File: src/rtl/character_mover.sv
// character_mover
//   Moves one character a single tile on a tile map. A start request captures
//   the character, direction, sprite and current position, reads the target
//   tile, and either rejects the move (wall or map edge) or erases the old
//   tile, draws the sprite at the target and writes the new position back to
//   the external character register.
//
//   Configuration macro: CHAR_MOVER_WRAP_EN
//     defined   : moves off an edge wrap to the opposite edge
//     undefined : moves off an edge are rejected
//
//   Ports
//     clock, resetn        : clock, asynchronous active-low reset
//     start                : move request, sampled only while idle
//     char_sel, dir        : character index and direction (00 L, 01 R, 10 U, 11 D)
//     sprite_in            : tile code drawn at the new position
//     x_read, y_read       : current position of char_sel
//     map_data_in          : map read data, valid the cycle after map_read
//     map_address          : map read/write address
//     map_read, map_write  : map strobes
//     map_data_out         : map write data
//     x_write, y_write     : new position
//     char_sel_out         : character being updated
//     char_reg_write       : character register write strobe
//     busy, done, blocked  : status; blocked qualifies done
module character_mover #(
    parameter int         MAP_W     = 21,
    parameter int         MAP_H     = 21,
    parameter int         COORD_W   = 8,
    parameter int         ADDR_W    = 9,
    parameter int         NUM_CHARS = 4,
    parameter logic [2:0] WALL_TILE = 3'd1,
    localparam int        CSEL_W    = (NUM_CHARS > 1) ? $clog2(NUM_CHARS) : 1
) (
    input  logic               clock,
    input  logic               resetn,
    input  logic               start,
    input  logic [CSEL_W-1:0]  char_sel,
    input  logic [1:0]         dir,
    input  logic [2:0]         sprite_in,
    input  logic [COORD_W-1:0] x_read,
    input  logic [COORD_W-1:0] y_read,
    input  logic [2:0]         map_data_in,
    output logic [ADDR_W-1:0]  map_address,
    output logic               map_read,
    output logic               map_write,
    output logic [2:0]         map_data_out,
    output logic [COORD_W-1:0] x_write,
    output logic [COORD_W-1:0] y_write,
    output logic [CSEL_W-1:0]  char_sel_out,
    output logic               char_reg_write,
    output logic               busy,
    output logic               done,
    output logic               blocked
);

    typedef enum logic [2:0] {IDLE, CALC, RD, CHK, ERASE, DRAW, UPD, FIN} state_t;

    localparam logic [COORD_W-1:0] X_MAX   = COORD_W'(MAP_W - 1);
    localparam logic [COORD_W-1:0] Y_MAX   = COORD_W'(MAP_H - 1);
    localparam logic [COORD_W-1:0] ONE     = COORD_W'(1);
    localparam logic [ADDR_W-1:0]  MAP_W_A = ADDR_W'(MAP_W);

    state_t state, next_state;

    logic [CSEL_W-1:0]  cap_sel;
    logic [1:0]         cap_dir;
    logic [2:0]         cap_sprite;
    logic [COORD_W-1:0] x0, y0;

    logic [COORD_W-1:0] tx, ty;
    logic               edge_reject;
    logic [ADDR_W-1:0]  tgt_addr, cur_addr;

    logic [ADDR_W-1:0]  n_address;
    logic               n_read, n_write, n_crw, n_done, n_blocked;
    logic [2:0]         n_data;
    logic [COORD_W-1:0] n_x_write, n_y_write;
    logic [CSEL_W-1:0]  n_sel_out;

    function automatic logic [ADDR_W-1:0] tile_addr(input logic [COORD_W-1:0] x,
                                                    input logic [COORD_W-1:0] y);
        return MAP_W_A * ADDR_W'(y) + ADDR_W'(x);
    endfunction

    // Request capture; the source inputs are free to change afterwards.
    always_ff @(posedge clock or negedge resetn) begin
        if (!resetn) begin
            cap_sel    <= '0;
            cap_dir    <= '0;
            cap_sprite <= '0;
            x0         <= '0;
            y0         <= '0;
        end else if (state == IDLE && start) begin
            cap_sel    <= char_sel;
            cap_dir    <= dir;
            cap_sprite <= sprite_in;
            x0         <= x_read;
            y0         <= y_read;
        end
    end

    // Target tile. The captured operands are stable for the whole move, so the
    // target is derived combinationally; a rejected edge move leaves the target
    // at the current position so the read still hits a valid tile.
    always_comb begin
        tx          = x0;
        ty          = y0;
        edge_reject = 1'b0;
        case (cap_dir)
            2'b00: begin
                if (x0 == '0) begin
`ifdef CHAR_MOVER_WRAP_EN
                    tx = X_MAX;
`else
                    edge_reject = 1'b1;
`endif
                end else begin
                    tx = x0 - ONE;
                end
            end
            2'b01: begin
                if (x0 >= X_MAX) begin
`ifdef CHAR_MOVER_WRAP_EN
                    tx = '0;
`else
                    edge_reject = 1'b1;
`endif
                end else begin
                    tx = x0 + ONE;
                end
            end
            2'b10: begin
                if (y0 == '0) begin
`ifdef CHAR_MOVER_WRAP_EN
                    ty = Y_MAX;
`else
                    edge_reject = 1'b1;
`endif
                end else begin
                    ty = y0 - ONE;
                end
            end
            default: begin
                if (y0 >= Y_MAX) begin
`ifdef CHAR_MOVER_WRAP_EN
                    ty = '0;
`else
                    edge_reject = 1'b1;
`endif
                end else begin
                    ty = y0 + ONE;
                end
            end
        endcase
    end

    assign tgt_addr = tile_addr(tx, ty);
    assign cur_addr = tile_addr(x0, y0);

    always_ff @(posedge clock or negedge resetn) begin
        if (!resetn) state <= IDLE;
        else         state <= next_state;
    end

    // Outputs are registered, so each state computes the values that must be
    // visible during the state it is entering.
    always_comb begin
        next_state = state;
        n_address  = '0;
        n_read     = 1'b0;
        n_write    = 1'b0;
        n_data     = '0;
        n_x_write  = x_write;
        n_y_write  = y_write;
        n_sel_out  = char_sel_out;
        n_crw      = 1'b0;
        n_done     = 1'b0;
        n_blocked  = blocked;
        case (state)
            IDLE: begin
                if (start) next_state = CALC;
            end
            CALC: begin
                next_state = RD;
                n_address  = tgt_addr;
                n_read     = 1'b1;
            end
            RD: begin
                next_state = CHK;
            end
            CHK: begin
                if (map_data_in == WALL_TILE || edge_reject) begin
                    next_state = FIN;
                    n_blocked  = 1'b1;
                    n_done     = 1'b1;
                end else begin
                    next_state = ERASE;
                    n_blocked  = 1'b0;
                    n_address  = cur_addr;
                    n_write    = 1'b1;
                end
            end
            ERASE: begin
                next_state = DRAW;
                n_address  = tgt_addr;
                n_data     = cap_sprite;
                n_write    = 1'b1;
            end
            DRAW: begin
                next_state = UPD;
                n_x_write  = tx;
                n_y_write  = ty;
                n_sel_out  = cap_sel;
                n_crw      = 1'b1;
            end
            UPD: begin
                next_state = FIN;
                n_done     = 1'b1;
            end
            FIN: begin
                next_state = IDLE;
            end
            default: begin
                next_state = IDLE;
            end
        endcase
    end

    always_ff @(posedge clock or negedge resetn) begin
        if (!resetn) begin
            map_address    <= '0;
            map_read       <= 1'b0;
            map_write      <= 1'b0;
            map_data_out   <= '0;
            x_write        <= '0;
            y_write        <= '0;
            char_sel_out   <= '0;
            char_reg_write <= 1'b0;
            busy           <= 1'b0;
            done           <= 1'b0;
            blocked        <= 1'b0;
        end else begin
            map_address    <= n_address;
            map_read       <= n_read;
            map_write      <= n_write;
            map_data_out   <= n_data;
            x_write        <= n_x_write;
            y_write        <= n_y_write;
            char_sel_out   <= n_sel_out;
            char_reg_write <= n_crw;
            busy           <= (next_state != IDLE);
            done           <= n_done;
            blocked        <= n_blocked;
        end
    end

endmodule

File: config.mk
export PLATFORM = sky130hd
export DESIGN_NAME = character_mover
export DESIGN_NICKNAME = d
export VERILOG_FILES = /design/src/rtl/character_mover.sv
export SDC_FILE = /design/constraint.sdc
export NUM_CORES = 1
export LEC_CHECK = 0
export BUFFER_PORTS_ARGS = -buffer_cell sky130_fd_sc_hd__buf_2
export CAP_MARGIN = 20
export CORE_ASPECT_RATIO = 0.6
export CORE_MARGIN = 2
export CORE_UTILIZATION = 58
export CTS_CLUSTER_DIAMETER = 150
export CTS_CLUSTER_SIZE = 14
export DETAILED_ROUTE_END_ITERATION = 10
export GPL_TIMING_DRIVEN = 0
export PLACE_DENSITY_LB_ADDON = 0.15
export SYNTH_ARGS = -nofsm -noshare
export SYNTH_HDL_FRONTEND = slang
export SYNTH_SLANG_ARGS = --single-unit
File: constraint.sdc
create_clock -name clock -period 6.05 [get_ports clock]
set_clock_uncertainty 0.15 [all_clocks]
set_input_delay 0 -clock clock [delete_from_list [all_inputs] [get_ports clock]]
set_output_delay 0 -clock clock [all_outputs]
set_load 0.05 [all_outputs]
==> flow_metrics.py, run 1 <==
metrics = {
    "global_route": {
        "grt_pass1_wl_mm": 17.77,
        "antenna_found_initial": 0,
        "overflow": 0,
        "met3_usage_pct": 7.783,
        "busiest_layer": "met1",
        "grtUsageMet2_pct": 41.49,
        "grtUsageMet1_pct": 41.95,
        "grt_max_degree": 34,
        "track_usage_pct": 28.62,
        "grt_pass1_vias": 3553,
    },
    "critical_path": {
        "critPathCapture": "map_address[8]$_DFF_PN0_",
        "rrSetupSlack_ps": 1100,
        "crit_start": "y0[0]$_DFFE_PN0P_",
        "reg2reg_to": "map_address[8]$_DFF_PN0_",
        "cp-end-kind": "flip-flop",
        "critical_path_class": "flip-flop to flip-flop",
        "cp.required_ps": 6090,
        "r2r-start": "y0[0]$_DFFE_PN0P_",
        "cp.arrival_ps": 4990,
        "critPathLaunchType": "flip-flop",
        "worstRegToRegCells": 18,
        "cp_max_fo": 6,
    },
    "clocking": {
        "cts-root-buf": "clkbuf_16",
        "htreeDepth": 3,
        "clk_pin_slew_ps": 50,
        "cts_tree": "done",
        "numCtsBuffers": 9,
        "clk-insertion-delay-late_ps": 330,
        "clockBufferDepth": 2,
        "clock_sinks": 62,
    },
    "yosys": {
        "synth-edff-count": 0,
        "ys_seq_elements": 62,
        "yosysWarnings": 0,
        "synth_area_leader_cell": "dfrtp_1",
        "netlist_instances": 447,
        "syn_nets": 546,
        "yosysSeqAreaShare_pct": 34.89,
        "synthArstFlopShare_pct": 100.0,
        "syn-cell-area_um2": 4447,
        "yosys_most_used_dff": "dfrtp_1",
        "avgSynthCellArea_um2": 9.948,
        "synth_cell_type_count": 54,
        "synthTopCellsByCount": "65 x inv_1, 62 x dfrtp_1, 52 x ha_1, 41 x nand2_1, 29 x nor2_1",
        "synth.area.top_cells": "dfrtp_1 35%, ha_1 15%, fa_1 8.1%",
        "synth_top_area_share_pct": 34.89,
        "synth_most_common_cell": "inv_1",
    },
    "route": {
        "viasPerCell": 5.394,
        "drt_wl_total_mm": 10.70,
        "dr.pass1.iters": 5,
        "first_iter_violations": 208,
        "route.detailed.drc": 0,
        "postRouteAntennaNets": 0,
        "avgRoutedWirePerCell_um": 16.33,
        "vias": 3533,
    },
    "finish": {
        "drive_above_1_share_pct": 21.78,
        "n_antenna_cell": 0,
        "syn_to_final_growth_pct": 22.34,
        "nFillCells": 558,
        "nets": 648,
    },
    "sta": {
        "slew_headroom_pct": 27.58,
        "min_period_ps": 4954,
        "setup_viol": 0,
        "hold_viol": 0,
        "fmax_ghz": 0.2019,
        "fin_crit_sh_pct": 81.89,
        "worst_pin_slew_ps": 1084,
        "final.setup.tns_ps": 0,
        "slew_viol_final": 0,
        "rsz0062_at_grt": "no",
    },
    "place": {
        "port_buffers": 64,
        "dp_hpwl_mm": 8.409,
        "gp_congestion": 0.8790,
    },
    "floorplanning": {
        "die_w_um": 117.0,
        "die_area_um2": 8406,
        "core_area_um2": 7357,
        "initial_utilization_pct": 60.44,
        "die_h_um": 71.83,
        "rows": 24,
        "ios": 65,
    },
    "min_path": {
        "hold_class": "input pin to async pin",
    },
    "outcome": {
        "status": "finished, final reports clean",
    },
    "run": {
        "maxCapViolCount": 0,
    },
}
[area by class of cell]
cell class	instances	area, µm²	share of cell area [%]
buffer	13	57.56	1.058
clock buffer	11	252.7	4.646
clock inverter	2	10.01	0.1840
inverter	65	244.0	4.485
multi-input combinational	307	2594	47.68
sequential	62	1551	28.52
tap	104	130.1	2.392
timing repair buffer	91	600.6	11.04
[state kept, by name, indices dropped and copies added, names as in the netlist]
register / cells
map_address: 9
x0: 8
x_write: 8
y0: 8
y_write: 8
cap_sprite: 3
map_data_out: 3
state: 3
cap_dir: 2
cap_sel: 2
char_sel_out: 2
blocked: 1
busy: 1
char_reg_write: 1
done: 1
map_read: 1
map_write: 1
[timing repair]
action                                 CTS  global route
endpoints found under the hold margin   55             0
setup buffers                            0             0
hold buffers                            26             0
gates resized for setup                  0             0
[worst min-delay path by stage]
stage	startpoint	end	depth (start not counted)
after floorplan	resetn	blocked$_DFFE_PN0P_	0
after global placement	dir[1]	cap_dir[1]$_DFFE_PN0P_	3
after detailed placement	resetn	map_data_out[2]$_DFF_PN0_	1
after CTS	map_data_in[2]	map_address[7]$_DFF_PN0_	5
after global routing	map_data_in[2]	map_address[7]$_DFF_PN0_	5
final	resetn	cap_sprite[1]$_DFFE_PN0P_	2
[worst max-delay path: stages, from the launching register on]
cell and delay (ps):
dfrtp_1 460, inv_1 290, ha_1 200, nor4b_4 300, nand2_2 140, nand2_1 140, o221ai_1 140, mux2_2 380
ha_1 320, ha_1 310, fa_1 570, inv_1 60, fa_1 460, nor2b_1 150, o21a_1 140, o21ai_0 110
a21oi_1 200, xor2_1 170, o22ai_1 100
[metrics by stage]
step	cells	area, µm²	hold WS, ps	setup WS [ps]	util, %
4_1_cts	655	5440	110.8	1162	73.95
3_5_place_dp	616	4917	-75.49	1225	66.84
2_1_floorplan	447	4447	-445.6	1794	-
3_3_place_gp	615	4897	54.10	1324	66.56
6_report	655	5440	101.6	1096	73.95
5_1_grt	655	5440	155.1	903.3	73.95
[placed cells by master, fill, tap and decap left out, types with 3 or more instances in the layout]
| cell type | instances |
|---|---|
| clkbuf_1 | 10 |
| and2_1 | 4 |
| dlygate4sd3_1 | 26 |
| inv_1 | 65 |
| o31ai_1 | 3 |
| o21a_1 | 3 |
| mux2_2 | 28 |
| nor2b_1 | 3 |
| ha_1 | 52 |
| buf_2 | 65 |
| nand2_1 | 41 |
| a21o_1 | 3 |
| nor3_1 | 6 |
| a21oi_1 | 14 |
| o21bai_1 | 3 |
| nand3_1 | 4 |
| xor2_1 | 6 |
| fa_1 | 18 |
| o22ai_1 | 6 |
| dfrtp_1 | 62 |
| nor2_1 | 29 |
| xnor2_1 | 16 |
| o21ai_0 | 27 |
| nor3b_1 | 4 |
| a31oi_1 | 5 |
| clkbuf_16 | 9 |
[layer usage]
layer	routed length, µm	up-vias
met5	0	-
met4	189	0
met3	676	16
met2	4540	115
met1	5290	1691
li1	-	1711
[cell families (layout without fill, tap and decap cells)]
| logic type | count (synthesis) | count (layout) | share of synthesized area, % |
|---|---|---|---|
| and+or+nand+nor | 109 | 109 | 12.66 |
| buffers and inverters | 78 | 182 | 6.781 |
| AOI/OAI and AO/OA | 75 | 75 | 10.44 |
| adders and majority gates | 70 | 70 | 22.73 |
| DFF | 62 | 62 | 34.89 |
| muxes | 30 | 30 | 7.653 |
| xor gates and xnor gates | 23 | 23 | 4.839 |
Power of run 1 is not shown: default switching activity piles up to over one toggle a cycle in this logic, so the estimate is an artifact.
==> run 2: changes to the inputs <==
- clock period: 6.05 -> 4.8 ns (I/O delays scaled with it)
==> flow_metrics.py, run 2 (synthesized netlist as in run 1, its figures left out) <==
metrics = {
    "floorplanning": {
        "rows": 24,
        "core_area_um2": 7357,
        "die_h_um": 71.83,
        "initial_utilization_pct": 60.44,
        "ios": 65,
        "die_w_um": 117.0,
        "die_area_um2": 8406,
    },
    "route": {
        "dr.pass1.iters": 5,
        "vias": 3525,
        "route.detailed.drc": 0,
        "drt_wl_total_mm": 10.75,
        "first_iter_violations": 214,
        "viasPerCell": 5.325,
        "avgRoutedWirePerCell_um": 16.24,
        "postRouteAntennaNets": 0,
    },
    "critical_path": {
        "cp_max_fo": 11,
        "critical_path_class": "flip-flop to flip-flop",
        "cp.required_ps": 4830,
        "cp.arrival_ps": 4710,
        "cp-end-kind": "flip-flop",
        "critPathLaunchType": "flip-flop",
    },
    "clocking": {
        "clockBufferDepth": 2,
        "numCtsBuffers": 9,
        "cts-root-buf": "clkbuf_16",
        "cts_tree": "done",
        "htreeDepth": 3,
        "clk_pin_slew_ps": 50,
        "clk-insertion-delay-late_ps": 330,
        "clock_sinks": 62,
    },
    "place": {
        "port_buffers": 64,
        "dpl-instance-area_um2": 4917,
        "dp_hpwl_mm": 8.409,
        "gp_congestion": 0.8790,
        "dpl.cell_count": 616,
    },
    "finish": {
        "fin_area_um2": 5529,
        "drive_above_1_share_pct": 24.55,
        "nets": 655,
        "n_antenna_cell": 0,
        "instances_no_fill": 662,
        "syn_to_final_growth_pct": 24.34,
        "largest_reg_flops": 9,
        "nFillCells": 543,
        "final_common_cell": "buf_2",
        "most-common-layout-cells": "65 x buf_2, 63 x inv_1, 57 x dfrtp_1",
        "top_register": "map_address",
    },
    "global_route": {
        "track_usage_pct": 28.62,
        "grt_pass1_vias": 3553,
        "antenna_found_initial": 0,
        "overflow": 0,
        "grt_max_degree": 34,
        "grt_pass1_wl_mm": 17.77,
    },
    "sta": {
        "hold_viol": 0,
        "min_period_ps": 4673,
        "worst_pin_slew_ps": 1104,
        "slew_headroom_pct": 26.23,
        "fin_crit_sh_pct": 97.35,
        "setup_viol": 0,
        "timing.hold.ws_ps": 101.1,
        "slew_viol_final": 0,
        "final.setup.tns_ps": 0,
        "fmax_ghz": 0.2140,
    },
    "outcome": {
        "status": "finished, final reports clean",
    },
    "min_path": {
        "hold_class": "input pin to async pin",
    },
    "run": {
        "maxCapViolCount": 0,
    },
}
run 2: cell type report:
| class | instances | area, µm² | share of cell area, % |
|---|---|---|---|
| timing repair buffer | 98 | 653.1 | 11.81 |
| clock inverter | 2 | 10.01 | 0.1810 |
| multi-input combinational | 307 | 2619 | 47.36 |
| buffer | 13 | 57.56 | 1.041 |
| inverter | 65 | 249.0 | 4.503 |
| sequential | 62 | 1558 | 28.17 |
| clock buffer | 11 | 252.7 | 4.571 |
| tap | 104 | 130.1 | 2.353 |
run 2: path summary, 6_finish.rpt:
path,start,slack [ps],cells past startpoint,to
max,y0[2]$_DFFE_PN0P_,130,15,map_address[8]$_DFF_PN0_
min,resetn,100,2,cap_sprite[1]$_DFFE_PN0P_
max reg2reg,y0[2]$_DFFE_PN0P_,130,15,map_address[8]$_DFF_PN0_
min reg2reg,char_sel_out[1]$_DFFE_PN0P_,310,2,char_sel_out[1]$_DFFE_PN0P_
max in group asynchronous,resetn,3770,3,char_reg_write$_DFF_PN0_
min in group clock,map_data_in[2],120,5,map_address[7]$_DFF_PN0_
run 2: timing repair:
item / in CTS / in global routing
gates resized for setup: 2 / 15
hold buffers: 26 / 0
pin swaps: 0 / 3
setup endpoints to repair: 1 / 3
endpoints found under the hold margin: 55 / 0
setup buffers: 0 / 7
run 2: stage by stage:
step / worst slack (ps) / util (%)
finish: 127.2 / 75.15
global route: -3.619 / 75.15
CTS: 8.536 / 73.95
detailed placement: -25.14 / 66.84
global placement: 73.61 / 66.56
floorplan: 543.8 / -
run 2: worst max-delay path, stage by stage (launching register included):
cell,delay [ps]
dfrtp_2,520
or4b_4,540
nor4_4,190
o221ai_1,160
mux2_4,340
ha_1,300
ha_1,310
fa_1,570
inv_1,60
fa_1,460
nor2b_1,150
o21a_1,140
o21ai_0,110
a21oi_1,210
xor2_1,170
o22ai_1,110
run 2: routing by layer:
metal / vias to the layer above / global-route usage, % / routed length (µm)
met3: 11 / 7.783 / 788
met4: 0 / 9.020 / 131
li1: 1728 / - / -
met2: 117 / 41.49 / 4638
met5: - / 0 / 0
met1: 1669 / 41.95 / 5191
Power of run 2 is left out for the same reason.
==> run 3: changes to the inputs <==
- ABC_AREA: default -> 1
- CORE_UTILIZATION: 58 -> 59
==> flow_metrics.py, run 3 <==
metrics = {
    "clocking": {
        "clk_pin_slew_ps": 60,
        "cts-root-buf": "clkbuf_16",
        "clk-insertion-delay-late_ps": 330,
        "cts_tree": "done",
        "clockBufferDepth": 2,
        "clock_sinks": 62,
        "htreeDepth": 3,
        "numCtsBuffers": 9,
    },
    "place": {
        "port_buffers": 64,
        "dp_hpwl_mm": 9.813,
        "dpl-instance-area_um2": 5365,
        "dpl.cell_count": 755,
        "gp_congestion": 0.9346,
    },
    "yosys": {
        "avgSynthCellArea_um2": 8.402,
        "synthMuxAreaShare_pct": 0,
        "yosys.area_share.adder_pct": 20.68,
        "synthTopCellsByCount": "125 x nand2_1, 87 x inv_1, 62 x dfrtp_1, 52 x ha_1, 40 x o21ai_0",
        "yosys_most_used_dff": "dfrtp_1",
        "netlist_instances": 582,
        "syn-cell-area_um2": 4890,
        "synth-xor-area-share_pct": 4.120,
        "synth.area.top_cells": "dfrtp_1 32%, ha_1 13%, nand2_1 9.6%",
        "synth-edff-count": 0,
        "syn_nets": 681,
        "yosysSeqAreaShare_pct": 31.73,
        "synth_area_leader_cell": "dfrtp_1",
        "synthSimpleGateAreaFrac_pct": 23.34,
        "yosysWarnings": 0,
        "synth_top_area_share_pct": 31.73,
        "synth_top_family_by_area": "simple AND/OR/NAND/NOR gates",
        "synthArstFlopShare_pct": 100.0,
        "synth_most_common_cell": "nand2_1",
        "synth_cell_type_count": 49,
        "ys_seq_elements": 62,
        "synth-compound-area-share_pct": 10.59,
    },
    "floorplanning": {
        "initial_utilization_pct": 61.54,
        "die_w_um": 121.5,
        "core_area_um2": 7945,
        "die_area_um2": 9055,
        "die_h_um": 74.52,
        "rows": 25,
        "ios": 65,
    },
    "min_path": {
        "hold_end": "state[1]$_DFF_PN0_",
        "holdPathStages": 5,
        "hold_class": "input pin to flip-flop",
        "min_from": "map_data_in[1]",
    },
    "sta": {
        "slew_viol_final": 0,
        "worst_pin_slew_ps": 577.7,
        "hold_viol": 0,
        "slew_headroom_pct": 61.31,
        "min_period_ps": 4592,
        "fmax_ghz": 0.2178,
        "setup_viol": 0,
        "fin_crit_sh_pct": 95.67,
    },
    "critical_path": {
        "cp.required_ps": 4850,
        "r2r-start": "x0[0]$_DFFE_PN0P_",
        "cp-end-kind": "flip-flop",
        "critPathTopFamily": "adder cells",
        "critPathLaunchType": "flip-flop",
        "reg2reg_to": "map_address[7]$_DFF_PN0_",
        "crit_chain": "clkinvlp_4 -> ha_1 -> nand3_1 -> a21oi_1 -> o21ai_0 -> nand2_1 -> a31oi_1 -> ha_1 -> ha_1 -> inv_1 -> fa_1 -> inv_1 -> ha_1 -> a21oi_1 -> nand2_1 -> nand2_1 -> nand2_1 -> a21oi_1 -> xor2_1 -> o21ai_1",
        "cp_max_fo": 8,
        "worstRegToRegCells": 20,
        "slowest_delay_ps": 530,
        "cp.arrival_ps": 4640,
        "critical_path_class": "flip-flop to flip-flop",
        "critical-path-slowest-cell": "fa_1",
        "rrSetupSlack_ps": 210,
        "cp_num_buf_inv": 3,
    },
    "route": {
        "drt_wl_total_mm": 12.76,
        "postRouteAntennaNets": 0,
        "vias": 4325,
        "avgRoutedWirePerCell_um": 15.97,
        "dr.pass1.iters": 5,
        "route.detailed.drc": 0,
        "viasPerCell": 5.413,
        "first_iter_violations": 304,
    },
    "global_route": {
        "antenna_found_initial": 0,
        "grt_pass1_vias": 4302,
        "grt_max_degree": 41,
        "grt_pass1_wl_mm": 20.91,
        "track_usage_pct": 30.75,
        "overflow": 0,
    },
    "finish": {
        "drive_above_1_share_pct": 22.72,
        "n_antenna_cell": 0,
        "top_register": "map_address",
        "largest_reg_flops": 9,
        "most-common-layout-cells": "125 x nand2_1, 85 x inv_1, 69 x buf_2",
        "fin_area_um2": 5927,
        "instances_no_fill": 799,
        "nets": 785,
        "final_common_cell": "nand2_1",
        "nFillCells": 600,
        "syn_to_final_growth_pct": 21.21,
    },
    "run": {
        "maxCapViolCount": 0,
    },
    "outcome": {
        "status": "finished, final reports clean",
    },
}
-- run 3: through the flow --
stage | hold WS (ps) | worst slack, ps | TNS (ps) | utilization (%)
after global placement | 46.71 | 286.5 | 0 | 67.28
after CTS | 12.14 | 192.8 | 0 | 74.38
after global routing | 40.02 | -9.558 | -9.558 | 74.60
after floorplan | -445.6 | 804.6 | 0 | -
final | 11.76 | 208.1 | 0 | 74.60
after detailed placement | -131.6 | 225.3 | 0 | 67.53
-- run 3: how the worst max path moves through the flow --
stage	slack (ps)	from	end	cells past startpoint
5_1_grt	-10	y0[1]$_DFFE_PN0P_	map_address[8]$_DFF_PN0_	24
4_1_cts	190	y0[0]$_DFFE_PN0P_	map_address[8]$_DFF_PN0_	22
2_1_floorplan	800	y0[0]$_DFFE_PN0P_	map_address[8]$_DFF_PN0_	24
3_3_place_gp	290	y0[0]$_DFFE_PN0P_	map_address[8]$_DFF_PN0_	22
3_5_place_dp	230	y0[0]$_DFFE_PN0P_	map_address[8]$_DFF_PN0_	22
6_report	210	x0[0]$_DFFE_PN0P_	map_address[7]$_DFF_PN0_	20
-- run 3: logic make-up (layout without fill, tap and decap cells) --
| family | after synthesis | count (layout) |
|---|---|---|
| AOI/OAI and AO/OA | 84 | 84 |
| adders and majority gates | 70 | 70 |
| buffers and inverters | 116 | 225 |
| DFF | 62 | 62 |
| xor gates and xnor gates | 23 | 23 |
| and+or+nand+nor | 227 | 227 |
-- run 3: worst reg2reg max path, cell delays in order (launching register included) --
cell	delay, ps
dfrtp_1	500
clkinvlp_4	270
ha_1	310
nand3_1	120
a21oi_1	60
o21ai_0	80
nand2_1	70
a31oi_1	450
ha_1	350
ha_1	290
inv_1	50
fa_1	530
inv_1	40
ha_1	340
a21oi_1	160
nand2_1	80
nand2_1	80
nand2_1	60
a21oi_1	160
xor2_1	200
o21ai_1	90
-- run 3: what timing repair did --
| action | CTS | global route |
|---|---|---|
| endpoints found under the setup margin | 0 | 2 |
| buffers inserted | 0 | 1 |
| resized for setup | 0 | 6 |
| endpoints found under the hold margin | 86 | 0 |
| hold buffers | 27 | 0 |
-- run 3: layout make-up --
cell class              instances  area [µm²]  share of cell area, %
multi-input cells             404        2875                  48.51
flip-flops and latches         62        1554                  26.22
repair buffers                 93       618.1                  10.43
inverters                     105       407.9                  6.882
clock buffers                   9       225.2                  3.800
well taps                     108       135.1                  2.280
plain buffers                  11       62.56                  1.056
clock inverters                 7       48.80                 0.8233
-- run 3: metal layers --
metal  wire length, µm  global-route usage (%)  vias to the layer above
met5                 0                       0                        -
met4               201                   8.429                        0
met3               858                   5.982                       19
met2              5779                   50.81                      152
met1              5920                   42.23                     2090
li1                  -                       -                     2064
Power of run 3 is left out for the same reason.
